===== config.mk =====
export PLATFORM = sky130hd
export DESIGN_NAME = axis_stamp_counter
export DESIGN_NICKNAME = d
export VERILOG_FILES = /design/src/rtl/axis_cntr_pkg.sv /design/src/rtl/axis_stamp_oreg.sv /design/src/rtl/axis_stamp_counter.sv
export SDC_FILE = /design/constraint.sdc
export NUM_CORES = 1
export LEC_CHECK = 0
export ABC_AREA = 1
export BUFFER_PORTS_ARGS = -buffer_cell sky130_fd_sc_hd__buf_4
export CAP_MARGIN = 30
export CORE_MARGIN = 2
export CORE_UTILIZATION = 40
export CTS_CLUSTER_DIAMETER = 200
export CTS_CLUSTER_SIZE = 28
export DETAILED_ROUTE_END_ITERATION = 6
export PLACE_DENSITY = 0.62
export SLEW_MARGIN = 10
export SYNTH_ARGS = -nofsm -noshare
export SYNTH_HDL_FRONTEND = slang
export SYNTH_SLANG_ARGS = --single-unit

===== constraint.sdc =====
create_clock -name aclk -period 1.8 [get_ports aclk]
set_input_delay 0.27 -clock aclk [delete_from_list [all_inputs] [get_ports aclk]]
set_output_delay 0.27 -clock aclk [all_outputs]
set_load 0.03 [all_outputs]

===== src/rtl/axis_cntr_pkg.sv =====
// Shared encodings and tdata bit positions for the AXIS timestamp source.
package axis_cntr_pkg;

  typedef enum logic [1:0] {
    ST_IDLE  = 2'd0,
    ST_RUN   = 2'd1,
    ST_BURST = 2'd2,
    ST_DONE  = 2'd3
  } state_t;

  localparam logic MODE_CONT  = 1'b0;
  localparam logic MODE_BURST = 1'b1;

  function automatic int drop_bit(input int w);
    return w - 1;
  endfunction

  function automatic int trg_bit(input int w);
    return w - 2;
  endfunction

endpackage


===== src/rtl/axis_stamp_oreg.sv =====
// One-deep AXIS output register: load/drop decision, pending flags,
// saturating drop counter.
module axis_stamp_oreg
  import axis_cntr_pkg::*;
#(
  parameter int W  = 64,
  parameter int CW = 48,
  parameter int DW = 32
) (
  input  logic          aclk,
  input  logic          aresetn,
  input  logic          smp_vld_i,
  input  logic          smp_trg_i,
  input  logic          smp_last_i,
  input  logic [CW-1:0] smp_cntr_i,
  input  logic          tready_i,
  output logic [W-1:0]  tdata_o,
  output logic          tvalid_o,
  output logic          tlast_o,
  output logic [DW-1:0] drop_cntr_o
);

  localparam int DB = drop_bit(W);
  localparam int TB = trg_bit(W);

  logic [W-1:0]  tdata_q;
  logic          tvalid_q;
  logic          tlast_q;
  logic          drop_pend_q;
  logic          trg_pend_q;
  logic [DW-1:0] drop_cntr_q;

  logic          load;
  logic          drop;
  logic [W-1:0]  word_d;

  assign load = smp_vld_i & (~tvalid_q | tready_i);
  assign drop = smp_vld_i & tvalid_q & ~tready_i;

  // A dropped sample's trigger mark survives in trg_pend_q.
  always_comb begin
    word_d           = '0;
    word_d[CW-1:0]   = smp_cntr_i;
    word_d[DB]       = drop_pend_q;
    word_d[TB]       = trg_pend_q | smp_trg_i;
  end

  always_ff @(posedge aclk) begin
    if (!aresetn) begin
      tdata_q     <= '0;
      tvalid_q    <= 1'b0;
      tlast_q     <= 1'b0;
      drop_pend_q <= 1'b0;
      trg_pend_q  <= 1'b0;
      drop_cntr_q <= '0;
    end else begin
      if (load) begin
        tdata_q  <= word_d;
        tlast_q  <= smp_last_i;
        tvalid_q <= 1'b1;
      end else if (tready_i) begin
        tvalid_q <= 1'b0;
      end
      drop_pend_q <= load ? 1'b0 : (drop_pend_q | drop);
      trg_pend_q  <= load ? 1'b0 : (trg_pend_q | smp_trg_i);
      if (drop && (drop_cntr_q != '1))
        drop_cntr_q <= drop_cntr_q + 1'b1;
    end
  end

  assign tdata_o     = tdata_q;
  assign tvalid_o    = tvalid_q;
  assign tlast_o     = tlast_q;
  assign drop_cntr_o = drop_cntr_q;

endmodule


===== src/rtl/axis_stamp_counter.sv =====
// Free-running timestamp counter streamed over AXIS, continuous or
// triggered-burst.
module axis_stamp_counter
  import axis_cntr_pkg::*;
#(
  parameter int AXIS_TDATA_WIDTH = 64,
  parameter int CNTR_WIDTH       = 48,
  parameter int PKT_LEN_WIDTH    = 16,
  parameter int DROP_CNTR_WIDTH  = 32
) (
  input  logic                        aclk,
  input  logic                        aresetn,
  input  logic                        cfg_mode,
  input  logic [PKT_LEN_WIDTH-1:0]    cfg_pkt_len,
  input  logic                        run_flag,
  input  logic                        trg_flag,
  output logic [AXIS_TDATA_WIDTH-1:0] m_axis_tdata,
  output logic                        m_axis_tvalid,
  output logic                        m_axis_tlast,
  input  logic                        m_axis_tready,
  output logic [DROP_CNTR_WIDTH-1:0]  sts_drop_cntr,
  output logic [1:0]                  sts_state
);

  localparam int PW = PKT_LEN_WIDTH;
  localparam logic [PW-1:0] ONE = PW'(1);

  state_t          state_q;
  logic [CNTR_WIDTH-1:0] cntr_q;
  logic            mode_q;
  logic [PW-1:0]   len_q;
  logic [PW-1:0]   bcnt_q;

  logic [PW-1:0]   len_eff;
  logic            in_run;
  logic            in_burst;
  logic            cnt_en;
  logic            smp_vld;
  logic            smp_trg;
  logic            smp_last;

  assign len_eff  = (len_q == '0) ? ONE : len_q;
  assign in_run   = (state_q == ST_RUN) & run_flag;
  assign in_burst = (state_q == ST_BURST) & run_flag;
  assign cnt_en   = (state_q != ST_IDLE) & run_flag;

  assign smp_vld  = (in_run & (mode_q == MODE_CONT)) | in_burst;
  assign smp_trg  = (in_run & (mode_q == MODE_CONT) & trg_flag)
                  | (in_burst & (bcnt_q == ONE));
  assign smp_last = in_burst & (bcnt_q == len_eff);

  always_ff @(posedge aclk) begin
    if (!aresetn) begin
      state_q <= ST_IDLE;
      cntr_q  <= '0;
      mode_q  <= MODE_CONT;
      len_q   <= '0;
      bcnt_q  <= '0;
    end else begin
      if (cnt_en)
        cntr_q <= cntr_q + 1'b1;
      unique case (state_q)
        ST_IDLE: begin
          if (run_flag) begin
            state_q <= ST_RUN;
            mode_q  <= cfg_mode;
            len_q   <= cfg_pkt_len;
          end
        end
        ST_RUN: begin
          if (!run_flag) begin
            state_q <= ST_IDLE;
          end else if ((mode_q == MODE_BURST) && trg_flag) begin
            state_q <= ST_BURST;
            bcnt_q  <= ONE;
          end
        end
        ST_BURST: begin
          if (!run_flag)
            state_q <= ST_IDLE;
          else if (smp_last)
            state_q <= ST_DONE;
          else
            bcnt_q <= bcnt_q + 1'b1;
        end
        ST_DONE: begin
          if (!run_flag)
            state_q <= ST_IDLE;
        end
        default: state_q <= ST_IDLE;
      endcase
    end
  end

  axis_stamp_oreg #(
    .W  (AXIS_TDATA_WIDTH),
    .CW (CNTR_WIDTH),
    .DW (DROP_CNTR_WIDTH)
  ) u_oreg (
    .aclk        (aclk),
    .aresetn     (aresetn),
    .smp_vld_i   (smp_vld),
    .smp_trg_i   (smp_trg),
    .smp_last_i  (smp_last),
    .smp_cntr_i  (cntr_q),
    .tready_i    (m_axis_tready),
    .tdata_o     (m_axis_tdata),
    .tvalid_o    (m_axis_tvalid),
    .tlast_o     (m_axis_tlast),
    .drop_cntr_o (sts_drop_cntr)
  );

  assign sts_state = state_q;

endmodule


# ---- After elaboration in Yosys (flattened, before gate mapping)
# Index checks and enable logic that the tools add are counted.
# Widths: inputs -> output; s select.
dict set report word_totals {
  out_inout_bits 100
  input_bits 22
  elab_cells 73
  ff_bits 169
}
dict set report op_classes {
  add_sub_neg 3
  n_eq_ne 14
  bitwise_logic 19
  reduce_logical 11
  mux 15
}
# operator n
set ops {}
lappend ops {{$mux 16} 5}
lappend ops {{$add 48x1->48 const B} 1}
lappend ops {{$add 32x1->32 const B} 1}
lappend ops {{$ne 32x32->1 const B} 1}
lappend ops {{$pmux 16 s2} 1}
lappend ops {{$add 16x1->16 const B} 1}
lappend ops {{$eq 16x1->1 const B} 1}
lappend ops {{$eq 16x16->1} 1}
lappend ops {{$logic_not 16->1} 1}
lappend ops {{$mux 2} 6}
lappend ops {{$and 1x1->1} 10}
lappend ops {{$ne 2x2->1 const B} 5}
lappend ops {{$pmux 2 s4} 1}
lappend ops {{$ne 3x2->1 const B} 2}
lappend ops {{$reduce_bool 2->1} 3}
lappend ops {{$or 1x1->1} 5}
lappend ops {{$reduce_and 5->1} 1}
lappend ops {{$eq 2x2->1 const B} 2}
lappend ops {{$not 1->1} 4}
lappend ops {{$reduce_and 4->1} 1}
lappend ops {{$eq 2x1->1 const B} 1}
lappend ops {{$logic_and 1x1->1} 2}
lappend ops {{$logic_not 2->1} 1}
lappend ops {{$mux 1} 2}
lappend ops {{other kinds (3)} 3}

# ---- Longest topological paths before layout
# Gate-level depths: netlist of run 1.
dict set report depth {
  ltp_word 7
  mapped_depth 15
  ltp_nobuf 15
}

# ---- Hierarchy
# A second synthesis of run 1 with hierarchy kept.
dict set report hier_totals {
  cells_unflattened 1293
  hier_area_um2 8668.3
}
# module cells_each seq_area_each_um2 area_per_inst_um2 n_inst
set modules_own_cells {}
lappend modules_own_cells {axis_stamp_counter 717 1661.6 4755.8 1}
lappend modules_own_cells {axis_stamp_oreg 576 1721.7 3912.5 1}

# ---- Worst setup path before layout of run 1
# OpenSTA, ideal clock, no wires.
dict set report synth_timing {
  path_type {register to register}
  from {register u_oreg.drop_cntr_q[0], in the netlist u_oreg.drop_cntr_o[0]}
  to {register u_oreg.drop_cntr_q[13], in the netlist u_oreg.drop_cntr_o[13]}
  required_ns 1.671
  path_stages_with_launch 15
  slack_ns -0.239
  n_path_buf 1
  arrival_ns 1.911
  synth_period_minus_slack_ns 2.039
  path_cell_list {dfxtp_1 > ha_1 > inv_1 > nor2_1 > inv_1 > nor2_1 > inv_1 > nor2_1 > nand2_1 > nand2_1 > inv_1 > buf_2 > nand3_1 > xor2_1 > nor2_1}
}
dict set report synth_between {
  elab_chain_cells 2
}
# element line_no
set synth_lines {}
lappend synth_lines {{start: declaration} axis_stamp_oreg.sv:31} ;# logic [DW-1:0] drop_cntr_q;
lappend synth_lines {{start signal: assignment} axis_stamp_oreg.sv:67} ;# drop_cntr_q <= drop_cntr_q + 1'b1;
lappend synth_lines {{branches (longest 2 deep; another with $add 32x1->32)} n/a}
# Parallel ways; which one is timed is not known.
# A chain may end at the register's enable or synchronous reset.

# ---- Final worst setup path of run 1
dict set report layout_timing {
  from {register cntr_q[1]}
  to {register cntr_q[16]}
}
dict set report layout_between {
  elab_chain_cells 1
}
# element line_no
set layout_lines {}
lappend layout_lines {{start: declaration} axis_stamp_counter.sv:29} ;# logic [CNTR_WIDTH-1:0] cntr_q;
lappend layout_lines {{start signal: assignment} axis_stamp_counter.sv:61} ;# cntr_q <= cntr_q + 1'b1;
lappend layout_lines {{$add 48x1->48} axis_stamp_counter.sv:61}
# No other way between the ends.

==> summary.md, run 1 <==
| Metric | Value |
|---|---|
| Final worst slack | `-0.0409 ns` |
| Clock buffer depth | `2` |
| Most numerous cell in the Yosys netlist | `nand2_1` |
| R2R Path End | `cntr_q[16]` |
| Layout cells sized above 1 | `0.319` |
| DR iter-0 viols | `649` |
| Total CTS buffers | `17` |
| Port Buffer Count | `107` |
| Vias per inst | `4.91` |
| Critical path destination | `cntr_q[16]` |
| Core area | `20900 um2` |
| Most used DFF post-synth | `dfxtp_1` |
| WP data required | `2.13 ns` |
| WL final | `25000 um` |
| Mapped Area | `8480 um2` |
| Top-area cell type share of the netlist area | `0.399` |
| Post-synthesis mux area share | `0` |
| Period minus WS final | `1.84 ns` |
| Adder-cell share of the synthesized area | `0.00590` |
| Remaining DRCs | `0` |
| Hold depth | `3` |
| CTS tree | `built` |
| I/O pin total | `122` |
| Final worst-path cycle share | `1.02` |
| Yosys warnings | `0` |
| Post-CTS Hold Fix Bufs | `0` |
| Cells taking the most area after synthesis | `dfxtp_1 40%, nand2_1 13%, nor2_1 7.4%` |
| Via count | `8577` |
| Stages on worst setup path | `12` |
| Clock sinks | `169` |
| Hold Vio Cnt, Final | `0` |
| CP delay by family, top | `simple AND/OR/NAND/NOR gates` |
| Final setup violation count | `6` |
| Crit path max-delay cell type | `dfxtp_4` |
| Initial antenna violation count | `0` |
| Clock skew | `0.0136 ns` |
| Cell Chain, Critical Path | `ha_4 > inv_2 > nor3_2 > nand2_1 > nor2_2 > nand2_1 > nor2_1 > nand3_2 > nor2_4 > nand3_1 > o21ai_1 > nor2_1` |
| Failing checks | `setup timing` |
| Pwr dens | `682 nW/um2` |
| Synth Area in XOR/XNOR | `0.0682` |
| Avg Inst Size Synth | `6.91 um2` |
| Worst Setup End Kind | `flip-flop` |
| DR WL/cell | `14.3 um` |
| Antenna-violating nets left | `0` |
| Simple-gate share of the synthesized area | `0.333` |
| Inst Count DP | `1690` |
| Clock transition at path regs | `0.07 ns` |
| Post-synth top cells | `293 x nand2_1, 169 x dfxtp_1, 168 x nor2_1, 102 x inv_1, 82 x a21oi_1` |
| Slew Viols, Final | `0` |
| First-pass GRT wire length | `39800 um` |
| WHS | `0.0511 ns` |
| Die area | `22400 um2` |
| H-tree depth | `4` |
| Achievable frequency | `543 MHz` |
| Die H | `150 um` |
| GRT overflow | `0` |
| Drt pass-1 iters | `5` |
| Dpl hpwl | `18000 um` |
| P&R area growth vs syn | `39.3%` |
| Cell Rows | `53` |
| Post-synth ARST share | `0` |
| Compound-Gate Fraction of Synth Area | `0.109` |
| Outcome | `complete, but fails checks` |
| Highest cell delay on the worst timing path | `0.38 ns` |
| Max Cap Viol | `0` |
| Final Non-Filler Cells | `1746` |
| Yosys reg bits | `169` |
| Dpl ws | `-0.0904 ns` |
| N_diodes | `0` |
| Tot GR Track Use | `0.221` |
| CTS root buffer | `clkbuf_16` |
| Crit Path Max Fanout | `5` |
| Leak | `0.00457 uW` |
| Crit Path Class | `reg2reg` |
| Largest net degree at the start of global routing | `40` |
| Die X | `150 um` |
| Largest family of logic cells by synthesized area | `simple AND/OR/NAND/NOR gates` |
| Number of global-route vias before repair | `8177` |
| Cell taking the most area after synthesis | `dfxtp_1` |
| Seq/Total Area, Yosys | `0.399` |
| Synth Instances | `1227` |
| Worst R2R Start | `cntr_q[1]` |
| Reg2reg path depth | `12` |
| Fin nets | `1484` |
| Buf/Inv on CP | `1` |
| Peak supply drop | `0.690 mV` |
| Starting Density | `0.406` |
| Clk_lat worst skew | `0.44 ns` |
| Number of synthesized flops with an enable pin | `0` |
| Gpl congestion | `0.930` |
| Pwr Total | `8060 uW` |
| RSZ-0062 raised after global routing | `true` |
| Hold Path Class | `in2reg` |
| Worst R2R Setup Slack | `-0.04 ns` |
| Startpoint Class | `flip-flop` |
| Critical Path Start | `cntr_q[1]` |
| Crit path DAT | `2.17 ns` |
| Netlist cell types | `42` |
per-layer routing:
metal | up-vias | share of wire | track usage
met2 | 164 | 0.48 | 0.376
met5 | - | 0 | 0
met4 | 0 | 0.019 | 0.0700
met3 | 37 | 0.034 | 0.0381
li1 | 4417 | - | -
met1 | 3959 | 0.46 | 0.286
metrics by stage:
step / cell area [um2] / TNS, ns / util
after floorplan: 8570 / -0.0126 / -
after global placement: 10400 / -0.129 / 0.499
after detailed placement: 10400 / -0.383 / 0.499
after CTS: 11100 / -0.00155 / 0.531
after global routing: 11800 / -5.22 / 0.566
final: 11800 / -0.105 / 0.566
sequential cells by signal, summed over array words and instances (netlist names):
name / flops
u_oreg.tdata_o: 50
u_oreg.drop_cntr_o: 32
len_q: 16
bcnt_q: 16
u_oreg.trg_pend_q: 1
u_oreg.drop_pend_q: 1
cntr_q: 48
u_oreg.tvalid_o: 1
sts_state: 2
mode_q: 1
u_oreg.tlast_o: 1
cell usage in the layout (no fill, tap or decap), types with 12 or more instances in the layout:
master,Yosys,final
a21oi_1,82,66
a21oi_2,0,16
buf_4,16,240
buf_6,1,12
clkbuf_16,0,17
conb_1,1,14
dfxtp_1,169,136
dfxtp_2,0,25
inv_1,102,92
inv_2,7,16
nand2_1,293,276
nand2_2,3,15
nand3_1,65,58
nand4_1,20,20
nor2_1,168,144
nor2_2,7,22
nor3_1,42,24
nor3_2,7,20
o21ai_0,80,72
xor2_1,58,58
cell families after synthesis:
kind of cell / Yosys count
AND/OR/NAND/NOR: 638
AO/OA/AOI/OAI: 180
buffers and inverters: 169
flip-flops: 169
XOR/XNOR: 66
adder cells (fa/ha/maj): 4
other: 1
what timing repair did:
item	4_1_cts	5_1_grt
pin swaps	1	47
setup buffers	4	21
gates resized for setup	12	167
endpoints found under the setup margin	22	113
worst reg2reg max path, stage by stage (launching register included):
cell	delay [ns]
dfxtp_4	0.38
ha_4	0.14
inv_2	0.04
nor3_2	0.14
nand2_1	0.12
nor2_2	0.13
nand2_1	0.08
nor2_1	0.11
nand3_2	0.17
nor2_4	0.17
nand3_1	0.08
o21ai_1	0.12
nor2_1	0.05
area by class of cell:
type	instances	area [um2]
clock buffer	18	429
tap	275	344
clock inverter	14	138
fill	1961	9070
inverter	110	418
multi-input combinational	902	4990
sequential	169	3440
timing repair buffer	258	2050
where the power goes:
| part | switching, uW | internal [uW] | total [uW] |
|---|---|---|---|
| clock network | 1690 | 1940 | 3630 |
| registers | 54.2 | 3780 | 3840 |
| logic | 377 | 211 | 588 |
worst min-delay path by stage:
| stage | from | endpoint |
|---|---|---|
| after floorplan | cfg_pkt_len[11] | len_q[11] |
| after detailed placement | u_oreg.drop_pend_q | u_oreg.drop_pend_q |
| after global routing | cfg_pkt_len[10] | len_q[10] |
| final | cfg_pkt_len[15] | len_q[15] |
| after CTS | cfg_pkt_len[15] | len_q[15] |
| after global placement | u_oreg.drop_pend_q | u_oreg.drop_pend_q |
Note: power is estimated with default switching activity, not from simulation.
==> inputs of run 2 (changes only) <==
ABC_AREA = unset   (was 1)
PLACE_DENSITY = 0.63   (was 0.62)
==> run 2 against run 1 <==
The run still ends with setup timing left. Critical endpoint is now bcnt_q[11]. Via count fell by 23%. Critical path depth is 5 lower. Clock-buffer cell count increased by 2. Hold slack gained 0.044 ns. Highest routed layer unchanged. Sequential cell count stayed put.
==> summary.md, run 2 <==
| Metric | Value |
|---|---|
| Most numerous cell in the Yosys netlist | `dfxtp_1 (was nand2_1)` |
| Fin Setup TNS | `-5.59 ns (was -0.105 ns)` |
| RSZ-0062 raised after global routing | `true (unchanged)` |
| Pwr dens | `711 nW/um2 (was 682 nW/um2)` |
| I/O pin total | `122 (unchanged)` |
| Remaining DRCs | `0 (unchanged)` |
| Final Non-Filler Cells | `1292 (was 1746)` |
| WP data required | `2.16 ns (was 2.13 ns)` |
| Cells taking the most area after synthesis | `dfxtp_1 46%, a22o_1 6.0%, and2_1 5.8% (was dfxtp_1 40%, nand2_1 13%, nor2_1 7.4%)` |
| Met2 Usage GRT | `0.327 (was 0.376)` |
| Die area | `19600 um2 (was 22400 um2)` |
| Tot GR Track Use | `0.196 (was 0.221)` |
| Port Buffer Count | `107 (unchanged)` |
| Global routing met3 resource utilization | `0.0396 (was 0.0381)` |
| Pwr Total | `7890 uW (was 8060 uW)` |
| DR iter-0 viols | `358 (was 649)` |
| Psw | `1840 uW (was 2120 uW)` |
| Commonest non-fill, non-tap cell in the layout | `buf_4 (was nand2_1)` |
| Slew Viols, Final | `0 (unchanged)` |
| Max Cap Viol | `0 (unchanged)` |
| Total CTS buffers | `17 (unchanged)` |
| Commonest non-fill, non-tap cells in the layout | `239 x buf_4, 133 x dfxtp_1, 82 x nand2_1 (was 276 x nand2_1, 240 x buf_4, 144 x nor2_1)` |
| Final setup violation count | `49 (was 6)` |
| Final worst slack | `-0.245 ns (was -0.0409 ns)` |
| Avg Inst Size Synth | `9.26 um2 (was 6.91 um2)` |
| First-pass GRT wire length | `31600 um (was 39800 um)` |
| GR peak layer | `met2 (unchanged)` |
| Max reg flops | `50 (unchanged)` |
| N_diodes | `0 (unchanged)` |
| Top-area cell type share of the netlist area | `0.458 (was 0.399)` |
| Fin nets | `1076 (was 1484)` |
| H-tree depth | `4 (unchanged)` |
| Switching part of the total | `0.233 (was 0.263)` |
| Post-synth top cells | `169 x dfxtp_1, 89 x nand2_1, 69 x and2_1, 51 x a22o_1, 43 x xor2_1 (was 293 x nand2_1, 169 x dfxtp_1, 168 x nor2_1, 102 x inv_1, 82 x a21oi_1)` |
| Synth Instances | `798 (was 1227)` |
| Leak | `0.00488 uW (was 0.00457 uW)` |
| Inst Count DP | `1239 (was 1690)` |
| Via count | `6571 (was 8577)` |
| Achievable frequency | `489 MHz (was 543 MHz)` |
| Crit Path Class | `reg2reg (unchanged)` |
| Internal power | `6050 uW (was 5940 uW)` |
| Clock skew | `0.00650 ns (was 0.0136 ns)` |
| Final worst-path cycle share | `1.14 (was 1.02)` |
| Initial antenna violation count | `0 (unchanged)` |
| Clock sinks | `169 (unchanged)` |
| Number of global-route vias before repair | `6396 (was 8177)` |
| Die H | `140 um (was 150 um)` |
| P&R area growth vs syn | `50.1% (was 39.3%)` |
| Post-synth ARST share | `0 (unchanged)` |
| Dpl hpwl | `12900 um (was 18000 um)` |
| Period minus WS final | `2.05 ns (was 1.84 ns)` |
| CTS root buffer | `clkbuf_16 (unchanged)` |
| Design Area, Final | `11100 um2 (was 11800 um2)` |
| Clock Power Share | `0.463 (was 0.450)` |
| GR met1 Demand/Resource | `0.257 (was 0.286)` |
| Hold Path Class | `in2reg (unchanged)` |
| Clock buffer depth | `2 (unchanged)` |
| Number of synthesized flops with an enable pin | `0 (unchanged)` |
| Core area | `18000 um2 (was 20900 um2)` |
| Yosys warnings | `0 (unchanged)` |
| Mapped Area | `7390 um2 (was 8480 um2)` |
| Placement Cell Area | `9570 um2 (was 10400 um2)` |
| Comb power frac | `0.057 (was 0.073)` |
| Vias per inst | `5.09 (was 4.91)` |
| WL final | `19800 um (was 25000 um)` |
| Peak supply drop | `0.713 mV (was 0.690 mV)` |
| Antenna-violating nets left | `0 (unchanged)` |
| Netlist cell types | `43 (was 42)` |
| DR WL/cell | `15.3 um (was 14.3 um)` |
| Yosys reg bits | `169 (unchanged)` |
| Layout cells sized above 1 | `0.410 (was 0.319)` |
| Register share of total power | `0.480 (was 0.477)` |
| Worst Setup End Kind | `flip-flop (unchanged)` |
| Starting Density | `0.410 (was 0.406)` |
| Gpl congestion | `0.823 (was 0.930)` |
| Cell Rows | `49 (was 53)` |
| Seq/Total Area, Yosys | `0.458 (was 0.399)` |
| Largest net degree at the start of global routing | `108 (was 40)` |
| Hold Vio Cnt, Final | `0 (unchanged)` |
| Cell taking the most area after synthesis | `dfxtp_1 (unchanged)` |
| Most used DFF post-synth | `dfxtp_1 (unchanged)` |
| Clk_lat worst skew | `0.43 ns (was 0.44 ns)` |
| Outcome | `complete, but fails checks (unchanged)` |
| Clock transition at path regs | `0.07 ns (about the same)` |
| GRT overflow | `0 (unchanged)` |
| Drt pass-1 iters | `5 (unchanged)` |
| Crit path DAT | `2.40 ns (was 2.17 ns)` |
| CTS tree | `built (unchanged)` |
| Crit Path Max Fanout | `13 (was 5)` |
| Die X | `140 um (was 150 um)` |
| Startpoint Class | `flip-flop (unchanged)` |
| Failing checks | `setup timing (unchanged)` |
==> run 2: cell count changes after synthesis, moves of 21 or more <==
cell	change
nand3_1	-28
nor2_1	-155
nand2_1	-204
o21ai_0	-64
inv_1	-88
xnor2_1	+30
a22o_1	+51
and2_1	+69
a21oi_1	-66
nor3_1	-22
a21boi_0	+21
==> run 2: final timing paths <==
kind	startpoint	to	slack, ns	cells after the start
hold reg to reg	u_oreg.drop_pend_q	u_oreg.drop_pend_q	0.45	2
hold / removal	cfg_pkt_len[4]	len_q[4]	0.09	3
setup reg to reg	len_q[15]	bcnt_q[11]	-0.25	7
setup / recovery	len_q[15]	bcnt_q[11]	-0.25	7
==> run 2: critical path: stages, from the launching register on <==
cell and delay, ns:
dfxtp_2 0.34, nor4_4 0.29, a41oi_2 0.19, xnor2_2 0.28, o31ai_4 0.12, buf_12 0.16, or4_1 0.47, a21oi_1 0.13
==> run 2: per-stage QoR <==
step                       util  setup WS [ns]  hold slack, ns
after CTS                 0.588         -0.213          0.0926
after detailed placement  0.531         -0.367           0.451
final                     0.615         -0.245          0.0950
after global routing      0.615         -0.348          0.0998
after global placement    0.531         -0.265           0.442
after floorplan               -         -0.287           0.407
==> run 2: kinds of logic after synthesis <==
kind of cell             Yosys count  synth area share
buffers and inverters             67            0.0417
adder cells (fa/ha/maj)            4           0.00678
multiplexers                       7           0.00949
other                              1          0.000508
flip-flops                       169             0.458
AND/OR/NAND/NOR                  343             0.262
AO/OA/AOI/OAI                    126             0.126
XOR/XNOR                          81            0.0961
==> run 2: what timing repair did <==
item | CTS | global route
gates cloned | 4 | 3
setup endpoints to repair | 74 | 83
hold buffers | 0 | 0
setup buffers | 8 | 12
pin swaps | 37 | 46
gates resized for setup | 84 | 76
==> run 2: cell type report <==
class / count / area [um2]
Fill cell: 1529 / 6940
Multi-Input combinational cell: 575 / 4430
Sequential cell: 169 / 3450
Timing Repair Buffer: 273 / 2290
Clock buffer: 20 / 447
Tap cell: 229 / 287
Clock inverter: 12 / 139
Inverter: 14 / 52.6
==> run 2: layer usage <==
layer  up-vias  wire, um  share of wire
li1       3294         -              -
met1      3126      8930           0.45
met2       132      9840           0.50
met3        19       794          0.040
met4         0       235          0.012
met5         -         0              0
==> run 2: power groups by stage <==
stage | Clock, uW | Sequential (uW) | Combinational (uW)
3_3_place_gp | 0 | 3860 | 384
2_1_floorplan | 0 | 3870 | 235
3_5_place_dp | 0 | 3860 | 388
4_1_cts | 3730 | 3780 | 407
5_1_grt | 3900 | 3790 | 488
6_report | 3650 | 3790 | 447
